**src/rtl/ram_stream_reader_pkg.sv**
```systemverilog
// ram_stream_pkg: shared types and constants for ram_stream_reader.
//   t_state      FSM state encoding. CSUM keeps its code even when the checksum
//                feature (RAM_STREAM_CHECKSUM_EN) is compiled out.
//   READ_LATENCY registered read latency of the upstream ram, in cycles.
package ram_stream_pkg;

  typedef enum logic [2:0] {
    IDLE  = 3'd0,
    READ  = 3'd1,
    LATCH = 3'd2,
    OUT   = 3'd3,
    CSUM  = 3'd4,
    DONE  = 3'd5
  } t_state;

  localparam int unsigned READ_LATENCY = 1;

endpackage

```
**src/rtl/ram_stream_reader.sv**
```systemverilog
// ram_stream_reader: walks an inclusive, wrapping address range of a ram port
// (registered read, 1-cycle latency) and forwards each word on a valid/ready
// stream, holding the word stable until it is accepted.
//
// Optional feature macro: RAM_STREAM_CHECKSUM_EN -- when defined, an extra
// stream word carrying the XOR of all words of the transfer follows the data.
//
// Ports
//   in_clk            system clock, rising edge
//   in_rst            asynchronous active-low reset
//   in_start          start a transfer (sampled in IDLE only)
//   in_first_addr     first address of the range (sampled with in_start)
//   in_last_addr      last address of the range, inclusive
//   out_ram_read_ena  ram read enable
//   out_ram_addr      ram address (0 whenever read enable is low)
//   in_ram_data       ram read data
//   out_data          stream word (0 in IDLE)
//   out_valid         stream word valid
//   in_ready          consumer ready
//   out_busy          high in every state except IDLE
//   out_done          one-cycle pulse after the final word is accepted
module ram_stream_reader
  import ram_stream_pkg::*;
#(
  parameter int unsigned ADDR_BITS = 3,
  parameter int unsigned WORD_BITS = 8,
  parameter int unsigned NUM_WORDS = 2**ADDR_BITS
) (
  input  logic                 in_clk,
  input  logic                 in_rst,
  input  logic                 in_start,
  input  logic [ADDR_BITS-1:0] in_first_addr,
  input  logic [ADDR_BITS-1:0] in_last_addr,
  output logic                 out_ram_read_ena,
  output logic [ADDR_BITS-1:0] out_ram_addr,
  input  logic [WORD_BITS-1:0] in_ram_data,
  output logic [WORD_BITS-1:0] out_data,
  output logic                 out_valid,
  input  logic                 in_ready,
  output logic                 out_busy,
  output logic                 out_done
);

  t_state               state;
  t_state               state_next;
  logic [ADDR_BITS-1:0] cur_addr;
  logic [ADDR_BITS-1:0] remaining;
  logic [ADDR_BITS-1:0] next_addr;
  logic [WORD_BITS-1:0] data_q;
  logic                 last_word;

`ifdef RAM_STREAM_CHECKSUM_EN
  logic [WORD_BITS-1:0] csum_q;
`endif

  assign last_word = (remaining == '0);
  assign next_addr = (cur_addr == ADDR_BITS'(NUM_WORDS - 1)) ? '0
                                                            : cur_addr + ADDR_BITS'(1);

  // State register
  always_ff @(posedge in_clk or negedge in_rst) begin
    if (!in_rst) begin
      state <= IDLE;
    end else begin
      state <= state_next;
    end
  end

  // Next-state logic
  always_comb begin
    state_next = state;
    unique case (state)
      IDLE:  if (in_start) state_next = READ;
      READ:  state_next = LATCH;
      LATCH: state_next = OUT;
      OUT: begin
        if (in_ready) begin
          if (last_word) begin
`ifdef RAM_STREAM_CHECKSUM_EN
            state_next = CSUM;
`else
            state_next = DONE;
`endif
          end else begin
            state_next = READ;
          end
        end
      end
`ifdef RAM_STREAM_CHECKSUM_EN
      CSUM:  if (in_ready) state_next = DONE;
`else
      CSUM:  state_next = IDLE;
`endif
      DONE:  state_next = IDLE;
      default: state_next = IDLE;
    endcase
  end

  // Output logic
  always_comb begin
    out_ram_read_ena = (state == READ);
    out_ram_addr     = (state == READ) ? cur_addr : '0;
`ifdef RAM_STREAM_CHECKSUM_EN
    out_valid        = (state == OUT) || (state == CSUM);
`else
    out_valid        = (state == OUT);
`endif
    out_busy         = (state != IDLE);
    out_done         = (state == DONE);
    out_data         = (state == IDLE) ? '0 : data_q;
  end

  // Address / remaining counters and the output word register
  always_ff @(posedge in_clk or negedge in_rst) begin
    if (!in_rst) begin
      cur_addr  <= '0;
      remaining <= '0;
      data_q    <= '0;
    end else begin
      case (state)
        IDLE: begin
          if (in_start) begin
            cur_addr  <= in_first_addr;
            // modulo-2**ADDR_BITS difference: last<first yields the wrapped length
            remaining <= in_last_addr - in_first_addr;
            data_q    <= '0;
          end
        end
        // ram output register holds the word addressed in READ during this cycle
        LATCH: data_q <= in_ram_data;
        OUT: begin
          if (in_ready) begin
            if (last_word) begin
`ifdef RAM_STREAM_CHECKSUM_EN
              data_q <= csum_q;
`endif
            end else begin
              cur_addr  <= next_addr;
              remaining <= remaining - ADDR_BITS'(1);
            end
          end
        end
        default: ;
      endcase
    end
  end

`ifdef RAM_STREAM_CHECKSUM_EN
  // Accumulated as each word is latched, so it is complete by the final handshake
  always_ff @(posedge in_clk or negedge in_rst) begin
    if (!in_rst) begin
      csum_q <= '0;
    end else if (state == IDLE && in_start) begin
      csum_q <= '0;
    end else if (state == LATCH) begin
      csum_q <= csum_q ^ in_ram_data;
    end
  end
`endif

endmodule

```
**config.mk**
```make
export PLATFORM = sky130hd
export DESIGN_NAME = ram_stream_reader
export DESIGN_NICKNAME = d
export VERILOG_FILES = /design/src/rtl/ram_stream_reader_pkg.sv /design/src/rtl/ram_stream_reader.sv
export SDC_FILE = /design/constraint.sdc
export NUM_CORES = 1
export LEC_CHECK = 0
export CAP_MARGIN = 25
export CORE_ASPECT_RATIO = 1.1
export CORE_MARGIN = 2
export CORE_UTILIZATION = 40
export DETAILED_ROUTE_END_ITERATION = 16
export GPL_TIMING_DRIVEN = 0
export HOLD_SLACK_MARGIN = 0.05
export PLACE_DENSITY = 0.81
export SYNTH_ARGS = -nofsm -noshare
export SYNTH_HDL_FRONTEND = slang
export SYNTH_SLANG_ARGS = --single-unit
```
**constraint.sdc**
```tcl
create_clock -name in_clk -period 1.88 [get_ports in_clk]
set_input_delay 0.376 -clock in_clk [delete_from_list [all_inputs] [get_ports in_clk]]
set_output_delay 0.376 -clock in_clk [all_outputs]
set_load 0.01 [all_outputs]
```
==> metrics.yaml, run 1 <==
status:
  status: "finished, violations left"
  failed_checks: "negative setup slack"
global_routing:
  grt-ovfl-total: 0
  grt_pass1_wl_mm: 4.22
  grt_antenna_before_repair: 0
  grt_pass1_vias: 911
  globalRouteTotalUtil: 0.194
  grt_start_max_net_pins: 18
yosys:
  synth-seq-cells: 17
  yosysTopAreaCell: "dfrtp_1"
  syn-cell-area_um2: 982
  seq_area_frac_synth: 0.433
  synthTopCellsByArea: "dfrtp_1, a22o_1, ha_1"
  synth_top_area_share: 0.433
  synth_area_per_cell_um2: 12.3
  ys_warn_count: 0
  syn-num-nets: 104
  synth-edff-count: 0
  ys_async_sr_fraction: 1.00
  synth_cells: 80
  synthFlopType: "dfrtp_1"
  synth_cell_types: 27
run:
  max-cap-violations: 0
routing:
  ant_nets: 0
  first_pass_iters: 4
  num_vias: 878
  drt_iter0_markers: 13
  routed_wl_mm: 2.61
  wire_per_inst_um: 15.2
  via_per_inst: 5.10
  remaining_drc_errors: 0
timing:
  fin_skew_ns: 0.00254
  whs_ns: 0.508
  relSlewSlack: 0.492
  fin_crit_sh: 1.04
  finalWorstSetupSlack_ns: -0.0811
  fin_crit_ns: 1.96
  worstMarginPinSlew_ns: 0.759
  slew_violations: 0
  setup_viol: 6
  hold_viol: 0
  rsz0062_at_grt: "yes"
  fmax_ghz: 0.510
layout:
  synthToLayoutAreaGrowth_pct: 62.3
  n_fill_cell: 191
  final_util: 0.694
  final_area_mm2: 0.00159
  mostFrequentLayoutCell: "clkdlybuf4s50_1"
  layout.cells.non_filler: 172
  diodes: 0
  drive_above_1_share: 0.437
  final_cell_mix: "clkdlybuf4s50_1, dfrtp_1, buf_4"
  finalNetCount: 167
setup_path:
  reg2reg_from: "state[0]$_DFFE_PN0P_"
  r2r_end: "remaining[1]$_DFFE_PN0P_"
  slowest_stage: "dfrtp_2"
  crit_path_end_kind: "output port"
  cp_top_family: "buffers and inverters"
  cp_slowest_stage_delay_ns: 0.45
  critPathLaunchType: "register"
  critical_path_required_ns: 1.50
  crit_chain: "buf_6, nor3_4, buf_6, buf_6, and2b_1, buf_2"
  critPathKind: "register to output port"
  startpoint: "state[2]$_DFFE_PN0P_"
  cp_common_cell: "buf_6"
  crit_arrival_ns: 1.59
  rr_worst_depth: 9
  critPathMaxFanout: 3
  cp_num_buf_inv: 4
  r2r_slack_ns: 0.09
floorplan:
  core_mm2: 0.00230
  die_x_um: 51.2
  dieArea_mm2: 0.00287
  pin_count: 33
  die_h_um: 56.0
  num_rows: 18
  start_util: 0.428
place:
  place_congestion: 0.794
  placed_cells: 142
  place_ws_ns: -0.248
  dpl.hpwl_mm: 1.54
  post_dp_cell_area_mm2: 0.00134
  port_buffers: 32
clock_tree:
  cts_root_buf: "clkbuf_4"
  clkSinkCount: 17
  cts.clk_slew.worst_paths_ns: 0.09
  htree_num_levels: 1
  cts_tree: "built"
  cts_buffers: 3
  clock_latency_ns: 0.30
  clockBufferDepth: 2
  hold_buffers: 0
pwr:
  internal-power_mw: 1.54
  p_switching_mw: 0.912
  p_sw_frac: 0.372
  power_frac_comb: 0.654
  ir_worst_vdd_mv: 0.962
  p_per_area_mw_per_mm2: 1540
  power_leakage_nw: 0.804
  power_frac_seq: 0.265
  pwr-share-clk: 0.081
worst_hold_path:
  hold_path.class: "input pin to async pin"
[cells in the mapped netlist (all sizes together) (2+ instances only)]
master	n
ha	5
a22o	8
dfrtp	17
mux2i	3
nor2	3
nor2b	2
inv	9
and2	4
and2b	6
nor3	2
mux2	8
[worst max-delay path by stage]
stage                                 end  slack (ns)  depth (start not counted)
after floorplan           out_ram_addr[0]        0.32                          3
after global placement        out_data[4]       -0.24                          3
after detailed placement      out_data[1]       -0.25                          3
after CTS                     out_data[0]       -0.09                          6
after global routing          out_data[0]       -0.14                          6
final                         out_data[0]       -0.08                          6
[cell families (layout without fill, tap and decap cells)]
kind of cell               count (synthesis)  after routing  synth area share
and+or+nand+nor                           20             21             0.146
DFF                                       17             17             0.433
AOI/OAI and AO/OA                         14             14             0.134
muxes                                     11             11             0.134
buffers and inverters                     11             72            0.0459
adders and majority gates                  6              6            0.0841
xor gates and xnor gates                   1              1            0.0229
[what timing repair did]
action	4_1_cts	5_1_grt
cloned	1	0
pin swaps	3	4
setup buffers	17	9
endpoints found under the setup margin	15	15
gates resized for setup	56	20
[sequential cells by signal (all words and copies together) (netlist names)]
signal	flops
cur_addr	3
state	3
data_q	8
remaining	3
[worst register-to-register path, cell delays in order, from the launching register on]
cell,delay (ns)
dfrtp_2,0.43
buf_6,0.13
nor3_4,0.04
buf_6,0.11
buf_6,0.10
buf_4,0.12
buf_6,0.11
a32oi_4,0.29
buf_4,0.18
mux2i_1,0.20
[power by group through the flow]
stage / Combinational (mW) / Sequential (mW) / Clock (mW)
after global placement: 1.23 / 0.636 / 0
final: 1.60 / 0.649 / 0.198
after global routing: 1.74 / 0.672 / 0.219
after detailed placement: 1.26 / 0.647 / 0
after floorplan: 0.817 / 0.619 / 0
after CTS: 1.44 / 0.641 / 0.195
[cell type report]
type	instances	area (µm²)	share of cell area
tap	30	37.5	0.0235
inverter	9	36.3	0.0228
buffer	2	15.0	0.00942
sequential	17	428	0.268
multi-input combinational	53	553	0.347
clock buffer	4	26.3	0.0165
timing repair buffer	57	498	0.312
[routing by layer]
layer | share of wire | wire [µm] | GRT usage
met5 | 0 | 0 | 0
met4 | 0.015 | 38 | 0.0451
met3 | 0.047 | 123 | 0.0349
met2 | 0.51 | 1330 | 0.349
met1 | 0.43 | 1120 | 0.237
[through the flow]
step	setup TNS (ns)	power [mW]
CTS	-0.117	2.27
detailed placement	-2.85	1.90
global placement	-2.66	1.86
finish	-0.148	2.45
floorplan	0	1.44
global route	-0.510	2.63
(Power assumes the default switching activity.)
==> run 2: changes to the inputs <==
--- a/config.mk
+++ b/config.mk
@@ -6,13 +6,15 @@
 export NUM_CORES = 1
 export LEC_CHECK = 0
 export CAP_MARGIN = 25
+export CELL_PAD_IN_SITES_DETAIL_PLACEMENT = 0
+export CELL_PAD_IN_SITES_GLOBAL_PLACEMENT = 1
 export CORE_ASPECT_RATIO = 1.1
 export CORE_MARGIN = 2
-export CORE_UTILIZATION = 40
+export CORE_UTILIZATION = 34
 export DETAILED_ROUTE_END_ITERATION = 16
 export GPL_TIMING_DRIVEN = 0
 export HOLD_SLACK_MARGIN = 0.05
-export PLACE_DENSITY = 0.81
+export PLACE_DENSITY = 0.86
 export SYNTH_ARGS = -nofsm -noshare
 export SYNTH_HDL_FRONTEND = slang
 export SYNTH_SLANG_ARGS = --single-unit
==> run 2 against run 1 <==
The run still ends with negative setup slack left. Setup slack improved by 0.054 ns. Power decreased by 7.5%. Cell count decreased by 2.9%. Routed wire length decreased by 10%. Worst hold slack got worse by 0.0031 ns. Non-clock buffer count decreased by 8. Cell area decreased by 5.2%. Sequential share of layout area increased by 1.5 points. Utilization decreased by 14 points. Register-to-register slack improved by 0.04 ns. Critical path depth decreased by 1. Critical endpoint is now out_data[2]. Largest cell class unchanged.
==> metrics.yaml, run 2 (synthesis results as in run 1) <==
floorplan:
  start_util: 0.357
  die_h_um: 60.4
  die_x_um: 55.2
  pin_count: 33
  num_rows: 20
  dieArea_mm2: 0.00334
  core_mm2: 0.00275
routing:
  ant_nets: 0
  routed_wl_mm: 2.35
  wire_per_inst_um: 14.1
  num_vias: 805
  remaining_drc_errors: 0
  via_per_inst: 4.82
  drt_iter0_markers: 6
  first_pass_iters: 4
status:
  status: "finished, violations left"
  failed_checks: "negative setup slack"
global_routing:
  grt_pass1_vias: 884
  globalRouteTotalUtil: 0.155
  grt_start_max_net_pins: 18
  grt_antenna_before_repair: 0
  grt-ovfl-total: 0
  grt_pass1_wl_mm: 3.97
clock_tree:
  clockBufferDepth: 2
  cts.clk_slew.worst_paths_ns: 0.09
  cts_buffers: 3
  htree_num_levels: 1
  clkSinkCount: 17
  cts_tree: "built"
  hold_buffers: 0
  cts_root_buf: "clkbuf_4"
  clock_latency_ns: 0.29
timing:
  hold_viol: 0
  worstMarginPinSlew_ns: 0.780
  setup_viol: 2
  relSlewSlack: 0.478
  fin_crit_ns: 1.91
  fin_skew_ns: 0.00141
  fin_crit_sh: 1.01
  slew_violations: 0
  fmax_ghz: 0.524
  rsz0062_at_grt: "yes"
  finalWorstSetupSlack_ns: -0.0274
setup_path:
  rr_worst_depth: 7
  critPathKind: "register to output port"
  startpoint: "state[2]$_DFFE_PN0P_"
  critical_path_required_ns: 1.50
  cp_slowest_stage_delay_ns: 0.47
  r2r_slack_ns: 0.13
  crit_chain: "buf_6, nor3_4, buf_6, and2b_1, buf_2"
  slowest_stage: "dfrtp_2"
  critical_path.endpoint: "out_data[2]"
  cp_common_cell: "buf_6"
  r2r_end: "cur_addr[1]$_DFFE_PN0P_"
  crit_path_end_kind: "output port"
  reg2reg_from: "state[2]$_DFFE_PN0P_"
  critPathMaxFanout: 6
  critPathLaunchType: "register"
  crit_arrival_ns: 1.53
pwr:
  ir_worst_vdd_mv: 0.750
  total_power_mw: 2.27
  power_leakage_nw: 0.762
  p_per_area_mw_per_mm2: 1500
worst_hold_path:
  hold_path.class: "register to register"
run:
  max-cap-violations: 0
place:
  place_ws_ns: -0.247
  place_congestion: 0.749
  port_buffers: 32
  dpl.hpwl_mm: 1.53
layout:
  regMostFlops: "data_q"
  mostFrequentLayoutCell: "clkdlybuf4s50_1"
  diodes: 0
  finalNetCount: 159
  n_fill_cell: 266
  final_cell_mix: "clkdlybuf4s50_1, dfrtp_1, buf_4"
  drive_above_1_share: 0.396
  largest_reg_flops: 8
  synthToLayoutAreaGrowth_pct: 53.9
run 2: worst max-delay path, delay by kind of cell (launching register included):
kind | cells | cell delay (ns)
buf+inv | 3 | 0.40
simple gates | 2 | 0.37
flops | 1 | 0.47
run 2: through the flow:
step            util  area, µm²  setup TNS, ns  cells  hold slack, ns
6_report       0.549       1510        -0.0475    167           0.505
5_1_grt        0.549       1510         -0.215    167           0.532
3_5_place_dp   0.488       1340          -2.61    145           0.480
2_1_floorplan      -        982              0     80          0.0804
4_1_cts        0.545       1500         -0.135    163           0.508
3_3_place_gp   0.488       1340          -2.50    145           0.477
run 2: area by class of cell:
cell class	count	area [µm²]	share of cell area
Multi-Input combinational cell	53	546	0.361
Clock buffer	4	26.3	0.0174
Tap cell	33	41.3	0.0273
Buffer	2	18.8	0.0124
Sequential cell	17	428	0.283
Inverter	9	36.3	0.0240
Timing Repair Buffer	49	415	0.275
run 2: power breakdown:
group	internal (mW)	switching [mW]	total, mW
Combinational	0.812	0.621	1.43
Clock	0.0825	0.110	0.193
Sequential	0.538	0.102	0.640
Total	1.43	0.833	2.27
run 2: worst min path at each step:
stage / from / to / cells after the start
floorplan: in_rst / cur_addr[0]$_DFFE_PN0P_ / 0
global placement: data_q[3]$_DFFE_PN0P_ / data_q[3]$_DFFE_PN0P_ / 1
detailed placement: data_q[3]$_DFFE_PN0P_ / data_q[3]$_DFFE_PN0P_ / 1
CTS: data_q[3]$_DFFE_PN0P_ / data_q[3]$_DFFE_PN0P_ / 1
global route: data_q[7]$_DFFE_PN0P_ / data_q[7]$_DFFE_PN0P_ / 1
finish: data_q[7]$_DFFE_PN0P_ / data_q[7]$_DFFE_PN0P_ / 1
run 2: what timing repair did:
action | CTS | global route
endpoints found under the hold margin | 0 | 0
pin swaps | 2 | 5
setup buffers | 13 | 5
gates cloned | 1 | 0
endpoints found under the setup margin | 15 | 12
resized for setup | 44 | 26
run 2: metal layers:
layer	routed length, µm	vias up	GRT usage
li1	-	391	-
met1	1050	381	0.183
met2	1130	29	0.274
met3	127	4	0.0320
met4	32	0	0.0767
met5	0	-	0
